$ cat src/rtl/cpu_pkg.sv
// Shared definitions for the CPU controller and datapath: opcodes, phase codes
// and default widths.
package cpu_pkg;

    localparam int ADDR_W = 5;
    localparam int DATA_W = 8;

    typedef enum logic [2:0] {
        HLT = 3'd0,
        SKZ = 3'd1,
        ADD = 3'd2,
        AND = 3'd3,
        XOR = 3'd4,
        LDA = 3'd5,
        STO = 3'd6,
        JMP = 3'd7
    } opcode_t;

    localparam logic [2:0] INST_ADDR  = 3'd0;
    localparam logic [2:0] INST_FETCH = 3'd1;
    localparam logic [2:0] INST_LOAD  = 3'd2;
    localparam logic [2:0] IDLE       = 3'd3;
    localparam logic [2:0] OP_ADDR    = 3'd4;
    localparam logic [2:0] OP_FETCH   = 3'd5;
    localparam logic [2:0] ALU_OP     = 3'd6;
    localparam logic [2:0] STORE      = 3'd7;

    // Phases 4..7 address the operand named by IR; 0..3 address the instruction at PC.
    function automatic logic is_operand_phase(input logic [2:0] cs);
        return cs >= OP_ADDR;
    endfunction

endpackage

$ cat src/rtl/cpu_datapath_if.sv
// Single-port program/data memory bus between the datapath (master) and memory (slave).
interface cpu_datapath_if #(
    parameter int ADDR_W = 5,
    parameter int DATA_W = 8
);
    logic [ADDR_W-1:0] mem_addr;
    logic [DATA_W-1:0] mem_wdata;
    logic [DATA_W-1:0] mem_rdata;
    logic              mem_re;
    logic              mem_we;

    modport master (
        output mem_addr, mem_wdata, mem_re, mem_we,
        input  mem_rdata
    );

    modport slave (
        input  mem_addr, mem_wdata, mem_re, mem_we,
        output mem_rdata
    );
endinterface

$ cat src/rtl/cpu_alu.sv
// Combinational ALU: combines the accumulator with the memory operand per opcode.
import cpu_pkg::*;

module cpu_alu #(
    parameter int DATA_W = 8
) (
    input  opcode_t           opcode,
    input  logic [DATA_W-1:0] ac,
    input  logic [DATA_W-1:0] mem_rdata,
    output logic [DATA_W-1:0] alu_out
);

    always_comb begin
        // NOTE: default assignment first so no path leaves alu_out unassigned (no latch).
        alu_out = ac;
        unique case (opcode)
            ADD:     alu_out = ac + mem_rdata;
            AND:     alu_out = ac & mem_rdata;
            XOR:     alu_out = ac ^ mem_rdata;
            LDA:     alu_out = mem_rdata;
            default: alu_out = ac;
        endcase
    end

endmodule

$ cat src/rtl/cpu_datapath.sv
// CPU datapath: PC, IR, accumulator, ALU and memory address mux driven by the
// controller's strobes and phase code.
import cpu_pkg::*;

module cpu_datapath #(
    parameter int ADDR_W = cpu_pkg::ADDR_W,
    parameter int DATA_W = cpu_pkg::DATA_W
) (
    input  logic              clk,
    input  logic              rst,
    input  logic              mem_rd,
    input  logic              load_ir,
    input  logic              inc_pc,
    input  logic              load_pc,
    input  logic              load_ac,
    input  logic              mem_wr,
    input  logic              halt,
    input  logic [2:0]        cs,
    cpu_datapath_if.master    mem,
    output opcode_t           opcode,
    output logic              zero,
    output logic [ADDR_W-1:0] pc,
    output logic [DATA_W-1:0] ac,
    output logic              halted
);

    if (DATA_W != ADDR_W + 3) begin : g_bad_width
        $error("cpu_datapath: DATA_W must equal ADDR_W + 3");
    end

    logic [DATA_W-1:0] ir;
    logic [DATA_W-1:0] alu_out;

    assign opcode = opcode_t'(ir[DATA_W-1 -: 3]);
    assign zero   = (ac == '0);

    cpu_alu #(.DATA_W(DATA_W)) u_alu (
        .opcode    (opcode),
        .ac        (ac),
        .mem_rdata (mem.mem_rdata),
        .alu_out   (alu_out)
    );

    assign mem.mem_addr  = is_operand_phase(cs) ? ir[ADDR_W-1:0] : pc;
    assign mem.mem_wdata = ac;
    assign mem.mem_re    = mem_rd & ~halted;
    assign mem.mem_we    = mem_wr & ~halted;

    // Strobes on the halt edge still take effect; halted gates them from the next edge on.
    always_ff @(posedge clk or negedge rst) begin
        if (!rst) begin
            // NOTE: non-blocking assignments keep every register sampling pre-edge values.
            pc     <= '0;
            ir     <= '0;
            ac     <= '0;
            halted <= 1'b0;
        end else begin
            if (halt) halted <= 1'b1;
            if (!halted) begin
                if (load_ir) ir <= mem.mem_rdata;
                if (load_ac) ac <= alu_out;
                if (load_pc)     pc <= ir[ADDR_W-1:0];
                else if (inc_pc) pc <= pc + 1'b1;
            end
        end
    end

endmodule

$ cat src/flat_wrapper.sv
// flat-port wrapper written by rule: the top's interface ports become plain ports
module cpu_datapath_flat 
#(
    parameter int ADDR_W = cpu_pkg::ADDR_W,
    parameter int DATA_W = cpu_pkg::DATA_W
)
  (clk, rst, mem_rd, load_ir, inc_pc, load_pc, load_ac, mem_wr, halt, cs, opcode, zero, pc, ac, halted, mem_mem_addr, mem_mem_wdata, mem_mem_re, mem_mem_we, mem_mem_rdata);
  cpu_datapath_if #(.ADDR_W(ADDR_W), .DATA_W(DATA_W)) mem_i ();
  input  logic clk;
  input  logic rst;
  input  logic mem_rd;
  input  logic load_ir;
  input  logic inc_pc;
  input  logic load_pc;
  input  logic load_ac;
  input  logic mem_wr;
  input  logic halt;
  input  logic [2:0] cs;
  output opcode_t opcode;
  output logic zero;
  output logic [ADDR_W-1:0] pc;
  output logic [DATA_W-1:0] ac;
  output logic halted;
  output wire logic [$bits(mem_i.mem_addr)-1:0] mem_mem_addr;
  output wire logic [$bits(mem_i.mem_wdata)-1:0] mem_mem_wdata;
  output wire logic [$bits(mem_i.mem_re)-1:0] mem_mem_re;
  output wire logic [$bits(mem_i.mem_we)-1:0] mem_mem_we;
  input wire logic [$bits(mem_i.mem_rdata)-1:0] mem_mem_rdata;
  assign mem_mem_addr = mem_i.mem_addr;
  assign mem_mem_wdata = mem_i.mem_wdata;
  assign mem_mem_re = mem_i.mem_re;
  assign mem_mem_we = mem_i.mem_we;
  assign mem_i.mem_rdata = mem_mem_rdata;
  cpu_datapath #(.ADDR_W(ADDR_W), .DATA_W(DATA_W)) u_core (.clk(clk), .rst(rst), .mem_rd(mem_rd), .load_ir(load_ir), .inc_pc(inc_pc), .load_pc(load_pc), .load_ac(load_ac), .mem_wr(mem_wr), .halt(halt), .cs(cs), .mem(mem_i), .opcode(opcode), .zero(zero), .pc(pc), .ac(ac), .halted(halted));
endmodule
$ cat config.mk
export PLATFORM = sky130hd
export DESIGN_NAME = cpu_datapath_flat
export DESIGN_NICKNAME = d
export VERILOG_FILES = /design/src/rtl/cpu_pkg.sv /design/src/rtl/cpu_datapath_if.sv /design/src/rtl/cpu_alu.sv /design/src/rtl/cpu_datapath.sv /design/src/flat_wrapper.sv
export SDC_FILE = /design/constraint.sdc
export NUM_CORES = 1
export LEC_CHECK = 0
export ABC_CLOCK_PERIOD_IN_PS = 3200
export CAP_MARGIN = 30
export CORE_MARGIN = 4
export CORE_UTILIZATION = 45
export DETAILED_ROUTE_END_ITERATION = 6
export GPL_TIMING_DRIVEN = 0
export PLACE_DENSITY = 0.85
export SYNTH_ARGS = -nofsm -noshare
export SYNTH_HDL_FRONTEND = slang
export SYNTH_SLANG_ARGS = --single-unit
$ cat constraint.sdc
create_clock -name clk -period 3.2 [get_ports clk]
set_input_delay 0.48 -clock clk [delete_from_list [all_inputs] [get_ports clk]]
set_output_delay 0.48 -clock clk [all_outputs]
set_load 0.01 [all_outputs]
* Word level (Yosys, flattened, before mapping) *
Cells that the tools add are included.

storage, ports and cells
  register bits = 22
  input bits = 20
  word-level logic and storage cells = 26
  output and inout bits = 33

operators by class
  $lt $le $gt $ge = 1
  bitwise logic cells = 5
  mux-type cells = 4
  $add $sub $neg = 2
  eq/ne operators = 4
  reduce and logical (&&, ||, !) cells = 6

operators with widths
  kind                                            count
  one-hot mux 8 bit (4 select lines)              1
  two-way mux 5 bit                               3
  adder 8 bit                                     1
  bitwise AND 8 bit                               1
  logical NOT 8 bit                               1
  bitwise XOR 8 bit                               1
  == test 3 x 2 -> 1 bit (second input constant)  2
  == test 3 bit (second input constant)           2
  adder 5 x 1 -> 5 bit (second input constant)    1
  AND reduction 2 bit                             2
  nonzero test 4 bit                              1
  >= comparator 3 bit (second input constant)     1
  AND reduction 3 bit                             1
  bitwise AND 1 bit                               2
  nonzero test 2 bit                              1
  NOT 1 bit                                       1

* Longest topological paths before layout *
Gate-level depths: netlist of the first run.

  depth after elaboration = 3
  gate-level depth with buffers = 8
  depth with buffers taken out = 8

* Cells and area by module *
Synthesis of the first run repeated with hierarchy kept, for this count alone.

second synthesis, totals
  cell total of the unflattened synthesis = 200
  area total of the unflattened synthesis = 1795.5 um^2

modules (own cells, without submodules)
  module        area an instance (um^2)  sequential area each (um^2)  times used  cells an instance
  cpu_datapath  1112.3                   550.5                        1           93
  cpu_alu       683.2                    0.0                          1           107

* Least setup slack after synthesis of the first run *
Ideal clock, no wire load.

  path type = in2reg
  from = in mem_mem_rdata[0]
  to = reg u_core.ac[6]
  setup time = 86 ps
  slack = 1369 ps
  buffers on the path = 0
  stages = 8
  required time = 3114 ps
  arrival time = 1745 ps
  cell sequence = ha_1 -> inv_1 -> fa_1 -> nor2b_1 -> o31a_1 -> o21ai_0 -> nor4b_2 -> nor3_1

between the ends
  word-level cells in the longest chain between the ends = 2

ends and longest elaborated chain
  item                                RTL line            RTL
  start: declaration                  flat_wrapper.sv:28  input wire logic [$bits(mem_i.mem_rdata)-1:0] mem_mem_rdata;
  adder 8 bit                         cpu_alu.sv:17       ADD: alu_out = ac + mem_rdata;
  one-hot mux 8 bit (4 select lines)  cpu_alu.sv:16       unique case (opcode)
  end signal: assignment              cpu_datapath.sv:61  if (load_ac) ac <= alu_out;
  end: declaration                    cpu_datapath.sv:23  output logic [DATA_W-1:0] ac,

Every way passes these cells.
A chain may end at the register's enable or synchronous reset.

* Worst setup path after layout of the first run *
  from = reg u_core.ac[5]
  to = out zero

between the ends
  word-level cells in the longest chain between the ends = 1

ends and longest elaborated chain
  item               RTL line            RTL
  logical NOT 8 bit  cpu_datapath.sv:35  assign zero = (ac == '0);
  end: declaration   flat_wrapper.sv:20  output logic zero;

Every way passes these cells.

==> results of run 1 <==
==> cell families after synthesis <==
| group | synth area share, % |
|---|---|
| muxes | 16.30 |
| DFF | 32.74 |
| xor gates and xnor gates | 1.563 |
| buffers and inverters | 8.184 |
| adders and majority gates | 7.887 |
| and+or+nand+nor | 16.89 |
| AOI/OAI and AO/OA | 16.44 |
==> worst max-delay path by stage <==
stage,end,start,slack (ps),depth (start not counted)
final,zero,u_core.ac[5],770,3
after global routing,zero,u_core.ac[5],730,3
after CTS,zero,u_core.ac[5],770,3
after detailed placement,u_core.ac[7],mem_mem_rdata[1],640,7
after global placement,u_core.ac[7],mem_mem_rdata[1],670,7
after floorplan,u_core.ac[6],mem_mem_rdata[0],1370,8
==> where the power goes <==
group	internal, mW	switching (mW)	total (mW)
logic	0.231	0.180	0.411
clock network	0.167	0.0989	0.266
registers	0.309	0.0399	0.349
==> cell type report <==
type	instances	area, µm²
buffer	17	115.1
clock buffer	3	41.29
clock inverter	1	30.03
fill	293	1142
inverter	6	22.52
multi-input combinational	134	993.5
sequential	22	550.5
tap	46	57.56
timing repair buffer	51	515.5
==> state kept, by name, summed over array words and instances (netlist names) <==
name	count
u_core.ac	8
u_core.pc	5
u_core.ir	8
u_core.halted	1
==> stage by stage <==
step                      power (mW)  cells  worst slack (ps)
final                          1.027    280             768.5
after global routing           1.082    280             731.8
after floorplan               0.5836    179              1369
after detailed placement      0.7617    276             642.1
after CTS                      1.026    280             774.8
after global placement        0.7474    275             673.5
==> layer usage <==
layer | part of all wire, % | up-vias | track usage, % | routed length, µm
met4 | 2.5 | 0 | 9.761 | 108
met1 | 44 | 757 | 23.44 | 1894
met5 | 0 | - | 0 | 0
met2 | 49 | 52 | 31.04 | 2100
met3 | 4.2 | 10 | 2.471 | 179
li1 | - | 751 | - | -
==> layout by cell type (no fill, tap or decap), types with 2 or more instances in the layout <==
cell type and n:
sky130_fd_sc_hd__clkbuf_1 3, sky130_fd_sc_hd__clkbuf_8 3, sky130_fd_sc_hd__inv_1 6, sky130_fd_sc_hd__xnor2_1 2, sky130_fd_sc_hd__a211oi_1 2, sky130_fd_sc_hd__ha_1 9, sky130_fd_sc_hd__and3b_1 3, sky130_fd_sc_hd__nand3b_1 2
sky130_fd_sc_hd__a21oi_1 14, sky130_fd_sc_hd__mux2i_1 6, sky130_fd_sc_hd__nor3_1 6, sky130_fd_sc_hd__nor2b_1 6, sky130_fd_sc_hd__dfrtp_1 22, sky130_fd_sc_hd__o22ai_1 4, sky130_fd_sc_hd__o21ai_0 16, sky130_fd_sc_hd__o21bai_1 2
sky130_fd_sc_hd__mux2_2 19, sky130_fd_sc_hd__nand2_1 10, sky130_fd_sc_hd__nand3_1 3, sky130_fd_sc_hd__buf_4 11, sky130_fd_sc_hd__nor2_1 9, sky130_fd_sc_hd__buf_2 2, sky130_fd_sc_hd__nand4_1 2, sky130_fd_sc_hd__or4_1 2
sky130_fd_sc_hd__clkdlybuf4s50_1 50
==> results summary, run 1 <==
For this design the ratio of total power to cell area is 441.5 nW/µm². The time the final worst path needs with I/O delays and setup came out at 2431 ps. The post-CTS setup buffer count came out at 0. The synthesized area divided by synthesized cell count is about 9.4 µm². The number of rows in the core area is 21. The number of max-slew violations in the final report is 0. The share of the core filled with cells is 67.06%. The type of the worst setup path is reg2out. The starting density of the core is approximately 48%. The overall track demand over capacity in global routing came out at a little under a fifth.

Across all hold checks on the routed design, the worst slack comes to ~540 ps. STA classifies the critical path startpoint as a flop. The number of port buffers is 50. In this run, post-CTS hold repair placed 0 buffers. The post-cts repair resize count is 0. The setup total negative slack is 0 ps.

The horizontal die dimension came out at 69.13 µm. For this design, the slowest cell found on the critical path is sky130_fd_sc_hd__or4_1. The logic depth of the worst register-to-register path is 6. In this run the remaining antenna-violating nets after routing total 0. The combined buffer and inverter count along the critical path is 1. The via count of the first global-routing pass came out at approximately 1600. After synthesis, the cell types taking the most area are sky130_fd_sc_hd__dfrtp_1 33%, sky130_fd_sc_hd__mux2_2 13%, sky130_fd_sc_hd__ha_1 6.7%, sky130_fd_sc_hd__buf_4 4.9%, sky130_fd_sc_hd__o21ai_0 4.8%. No sink is reached through more buffers than the 2 on the longest clock path. The data arrival time of the critical path is 1950 ps.

The total I/O pin count came out at 53. The floorplan step defined a die boundary enclosing 4779 µm². After detailed routing, the number of remaining DRC violations is 0. The ratio of cells with drive above 1 in the final layout came out at ~18%. The post-route standard cell area excluding fillers came out at 2326 µm². The CTS sink count came out at 22. The startpoint identified for the worst register-to-register timing path is u_core.ac[1]. The repair_antennas step left the layout with diodes totalling 0. The worst setup path is captured at an output port. Setup repair after global routing left no endpoint under its margin. The worst setup slack for register-to-register paths came out at 1190 ps.

The first global-routing pass estimated 7410 µm of wire. Clock tree synthesis selected as its root buffer the cell sky130_fd_sc_hd__clkbuf_8. The count of maximum capacitance violations came out at 0. The largest single stage delay on the critical path is 590 ps. The setup clock skew after layout came out at slightly below 5 ps. The cell family contributing the most delay on the critical path is simple AND/OR/NAND/NOR gates.

The global-route congestion overflow total came out at 0. The length of the first detailed-routing pass in iterations is 4. The pin count of the biggest net entering global routing is 14. The leakage power of the design is 0.9664 nW.

The post-synthesis async set-or-reset flop share came out at 100.0%. The final estimated routing congestion in global placement is 0.8971. The number of synthesized register bits came out at 22. The worst register-to-register path ends at u_core.ac[7]. The final hold violation count is 0.

The most repeated cell in the gate-level netlist after synthesis is sky130_fd_sc_hd__dfrtp_1. The vias after detailed routing is around 1600. The post-synthesis cell area came out at 1682 µm².

The portion of the post-synthesis area used by sequential elements came out at 32.74%. The half-perimeter wire length after placement is 3301 µm. Of all cell types, the one taking the most synthesized area is sky130_fd_sc_hd__dfrtp_1. The clock-pin slew on the worst setup and hold paths came out at 90 ps. The ratio of routed vias to standard cells came out at 5.607. The violation count after the first detailed-routing iteration came out at 85. Of all nets on the critical path, the largest fanout is 5. The worst hold path class is in2async. The number of enable flip-flop cells after synthesis came out at 0. The most used flip-flop cell after synthesis is sky130_fd_sc_hd__dfrtp_1. The headroom to the max-slew limit is 66.63%. The number of buffers created by CTS is 3. The number of antenna violations at the first check in global routing came out at 0. The routed wire length came out at 4282 µm.

VDD sags by at most 0.2311 mV. The final cycle utilization of the critical path is 75.98%. The actual slew at the worst max-slew pin is 499.1 ps. The mean routed wirelength per cell is 15.29 µm. The fmax is 411.3 MHz.

TritonCTS built the clock tree. Sorting the synthesized cells by how often they occur yields 22 x sky130_fd_sc_hd__dfrtp_1, 19 x sky130_fd_sc_hd__mux2_2, 16 x sky130_fd_sc_hd__o21ai_0. The post-placement cell area is ~2300 µm². The vertical die dimension came out at 69.13 µm. The source-to-sink clock delay at the later pin of the worst-skew pair came out at 270 ps. The area of the core region is 3468 µm².

The number of nets in the synthesized netlist came out at 209. The synthesized netlist contains 41 unique library cells. The area fraction of the dominant cell type after synthesis is between 30% and 40%. The critical path goes through or4_1, nor2_1, clkdlybuf4s50_1.

The number of H-tree branching levels came out at 1. The count of nets after finishing came out at 265. Compared with the post-synthesis result, the final layout area differs by 38.32%.

The setup violation total in the final timing report came out at 0. The Yosys step of the flow raised 0 warnings. The run finished with clean final reports. The number of instances in the synthesized netlist is 179. STA puts the critical path data required time at 2720 ps.
No activity file was read; power rests on OpenSTA's default activity.
==> inputs of run 2 (changes only) <==
Settings changed: ABC_CLOCK_PERIOD_IN_PS 3200 to 2320.
Clock period 3.2 ns to 2.32 ns, I/O delays scaled along.
==> run 2 against run 1 <==
Compared with the run above:
- flip-flop and latch count stayed put
- sequential power up 38%
- non-clock buffer count grew 3
- cell area is 0.97% higher
- clock power up 38%
- sequential share of layout area shrank 0.23 points
- critical path depth did not move
- critical endpoint unchanged
- count of clock-buffer cells in the layout unchanged
- via count up 2.0%
- register-to-register slack worse by 900 ps
==> results summary, run 2 (same netlist as run 1, synthesis figures left out) <==
The flow ran to the end, and the final reports show no timing, DRC or antenna violations. The layout overhead on the synthesized area is 39.66%. The time the final worst path needs with I/O delays and setup came out at about 2300 ps. The actual slew at the worst max-slew pin came out at 510.2 ps.

The worst setup slack for register-to-register paths came out at between 200 and 300 ps. The setup clock skew after layout is between 5 and 6 ps. At the placement stage, the worst setup path has a slack of -105.9 ps. The required arrival time at the worst endpoint came out at ~2000 ps. The count of maximum capacitance violations came out at 0. The CTS sink count is 22. Summed over all failing endpoints, the final setup total negative slack is 0 ps. Port buffering added 50 buffers. In this run the number of H-tree levels came out at 1. The fmax is about 440 MHz. The mean routed wirelength per cell is roughly 15 µm. The count of cells in the finished layout, fillers not included, comes to 283. The data arrival time of the critical path came out at 1940 ps. The final hold violation count came out at 0. IR analysis of the VDD net gives a maximum drop of between 0.3 and 0.4 mV. The via count of the first global-routing pass came out at 1583. The most frequent standard cell in the layout excluding fill and tap cells is sky130_fd_sc_hd__clkdlybuf4s50_1. The headroom to the max-slew limit came out at approximately two thirds. The length of the first detailed-routing pass in iterations is 4.

By startpoint and endpoint, the worst setup path is classified as reg2out. The half-perimeter wire length after placement came out at 3301 µm. The ratio of cells with drive above 1 in the final layout is 18.57%. The source-to-sink clock delay at the later pin of the worst-skew pair is 270 ps. The remaining design rule violation count is 0.

The number of placed instances, taps included, is roughly 280. The endpoint kind of the worst setup timing path is an output port. In this run, the number of DRC markers left after iteration 0 of detailed routing was just under 90. The ratio of routed vias to standard cells came out at 5.657. The number of antenna violations at the first check in global routing is 0. In this run the remaining antenna-violating nets after routing total 0. The final cycle utilization of the critical path is 98.62%.

The global-route congestion overflow total is 0. The overall track demand over capacity in global routing came out at a little under a fifth. The startpoint class of the critical path is a flop. The starting density of the core is 48.48%. TritonCTS built the clock tree. The routed wire length came out at 4334 µm. The global-route wire length before repair came out at approximately 7400 µm. After floorplanning, the core was sized to cover between 3000 and 4000 µm².

The vertical die dimension came out at between 60 and 70 µm. The power density over cell area is 608.1 nW/µm². The final estimated routing congestion in global placement came out at 0.8971. Counting the buffers created by CTS gives 3. The area enclosed by the die boundary is 4779 µm². The number of max-slew violations in the final report came out at 0. 0 antenna diodes ended up in the layout. The horizontal die dimension came out at 69.13 µm. The top cell types in the final layout, fill and taps aside, are 50 x sky130_fd_sc_hd__clkdlybuf4s50_1, 22 x sky130_fd_sc_hd__dfrtp_1, 19 x sky130_fd_sc_hd__mux2_2. The largest registers in the layout are u_core.ac (8), u_core.ir (8), u_core.pc (5).

The cts-stage hold buffer count came out at 0. Pin placement for this block handled 53 I/O pins. The leakage power of the design is 0.9811 nW.

The clock passes through at most 2 buffers. The worst hold path belongs to the class in2async. The maximum fanout along the worst path is 4.

The worst path setup slack after routing came out at 32.05 ps. The root buffer cell chosen for the clock tree is sky130_fd_sc_hd__clkbuf_8. The count of nets after finishing came out at 268. The clock-pin slew on the worst setup and hold paths is about 90 ps. The pin count of the biggest net entering global routing came out at 14.

The vias after detailed routing is 1601. The floorplan has 21 rows. The setup violation total in the final timing report is 0.
-- run 2: where the power goes --
part | switching, mW | internal, mW | total [mW]
Clock | 0.136 | 0.231 | 0.367
Sequential | 0.0536 | 0.427 | 0.480
Combinational | 0.253 | 0.328 | 0.581
-- run 2: final cells by class --
type | count | area [µm²]
Sequential cell | 22 | 550.5
Tap cell | 46 | 57.56
Fill cell | 289 | 1120
Multi-Input combinational cell | 134 | 993.5
Clock inverter | 1 | 30.03
Buffer | 17 | 115.1
Inverter | 6 | 22.52
Clock buffer | 3 | 41.29
Timing Repair Buffer | 54 | 538.0
-- run 2: worst paths after layout --
check / depth (start not counted) / to / startpoint
hold reg to reg: 1 / u_core.ir[4] / u_core.ir[4]
setup reg to reg: 6 / u_core.ac[7] / u_core.ac[1]
min in group clk: 1 / u_core.ir[4] / u_core.ir[4]
max in group asynchronous: 2 / u_core.pc[3] / rst
hold / removal: 1 / u_core.ac[4] / rst
setup / recovery: 3 / zero / u_core.ac[5]
-- run 2: per-stage QoR --
| step | power (mW) | hold slack (ps) | util (%) | instance area [µm²] |
|---|---|---|---|---|
| floorplan | 0.8050 | 52.41 | - | 1682 |
| global route | 1.505 | 450.3 | 67.71 | 2349 |
| global placement | 1.031 | 522.7 | 64.57 | 2240 |
| finish | 1.428 | 408.6 | 67.71 | 2349 |
| CTS | 1.415 | 421.4 | 67.06 | 2326 |
| detailed placement | 1.051 | 523.8 | 65.01 | 2255 |
-- run 2: per-layer routing --
metal	vias up	GRT usage, %	wire length (µm)
met5	-	0	0
met4	0	9.761	120
met3	12	2.471	200
met2	64	31.04	2127
met1	766	23.44	1885
li1	759	-	-
-- run 2: critical path: stages, from the launching register on --
cell	delay, ps
sky130_fd_sc_hd__dfrtp_1	420
sky130_fd_sc_hd__or4_1	590
sky130_fd_sc_hd__nor2_1	130
sky130_fd_sc_hd__clkdlybuf4s50_1	530
-- run 2: what timing repair did --
action	4_1_cts	5_1_grt
buffers inserted	0	3
endpoints found under the hold margin	0	0
setup endpoints to repair	0	1
gates resized for setup	0	0
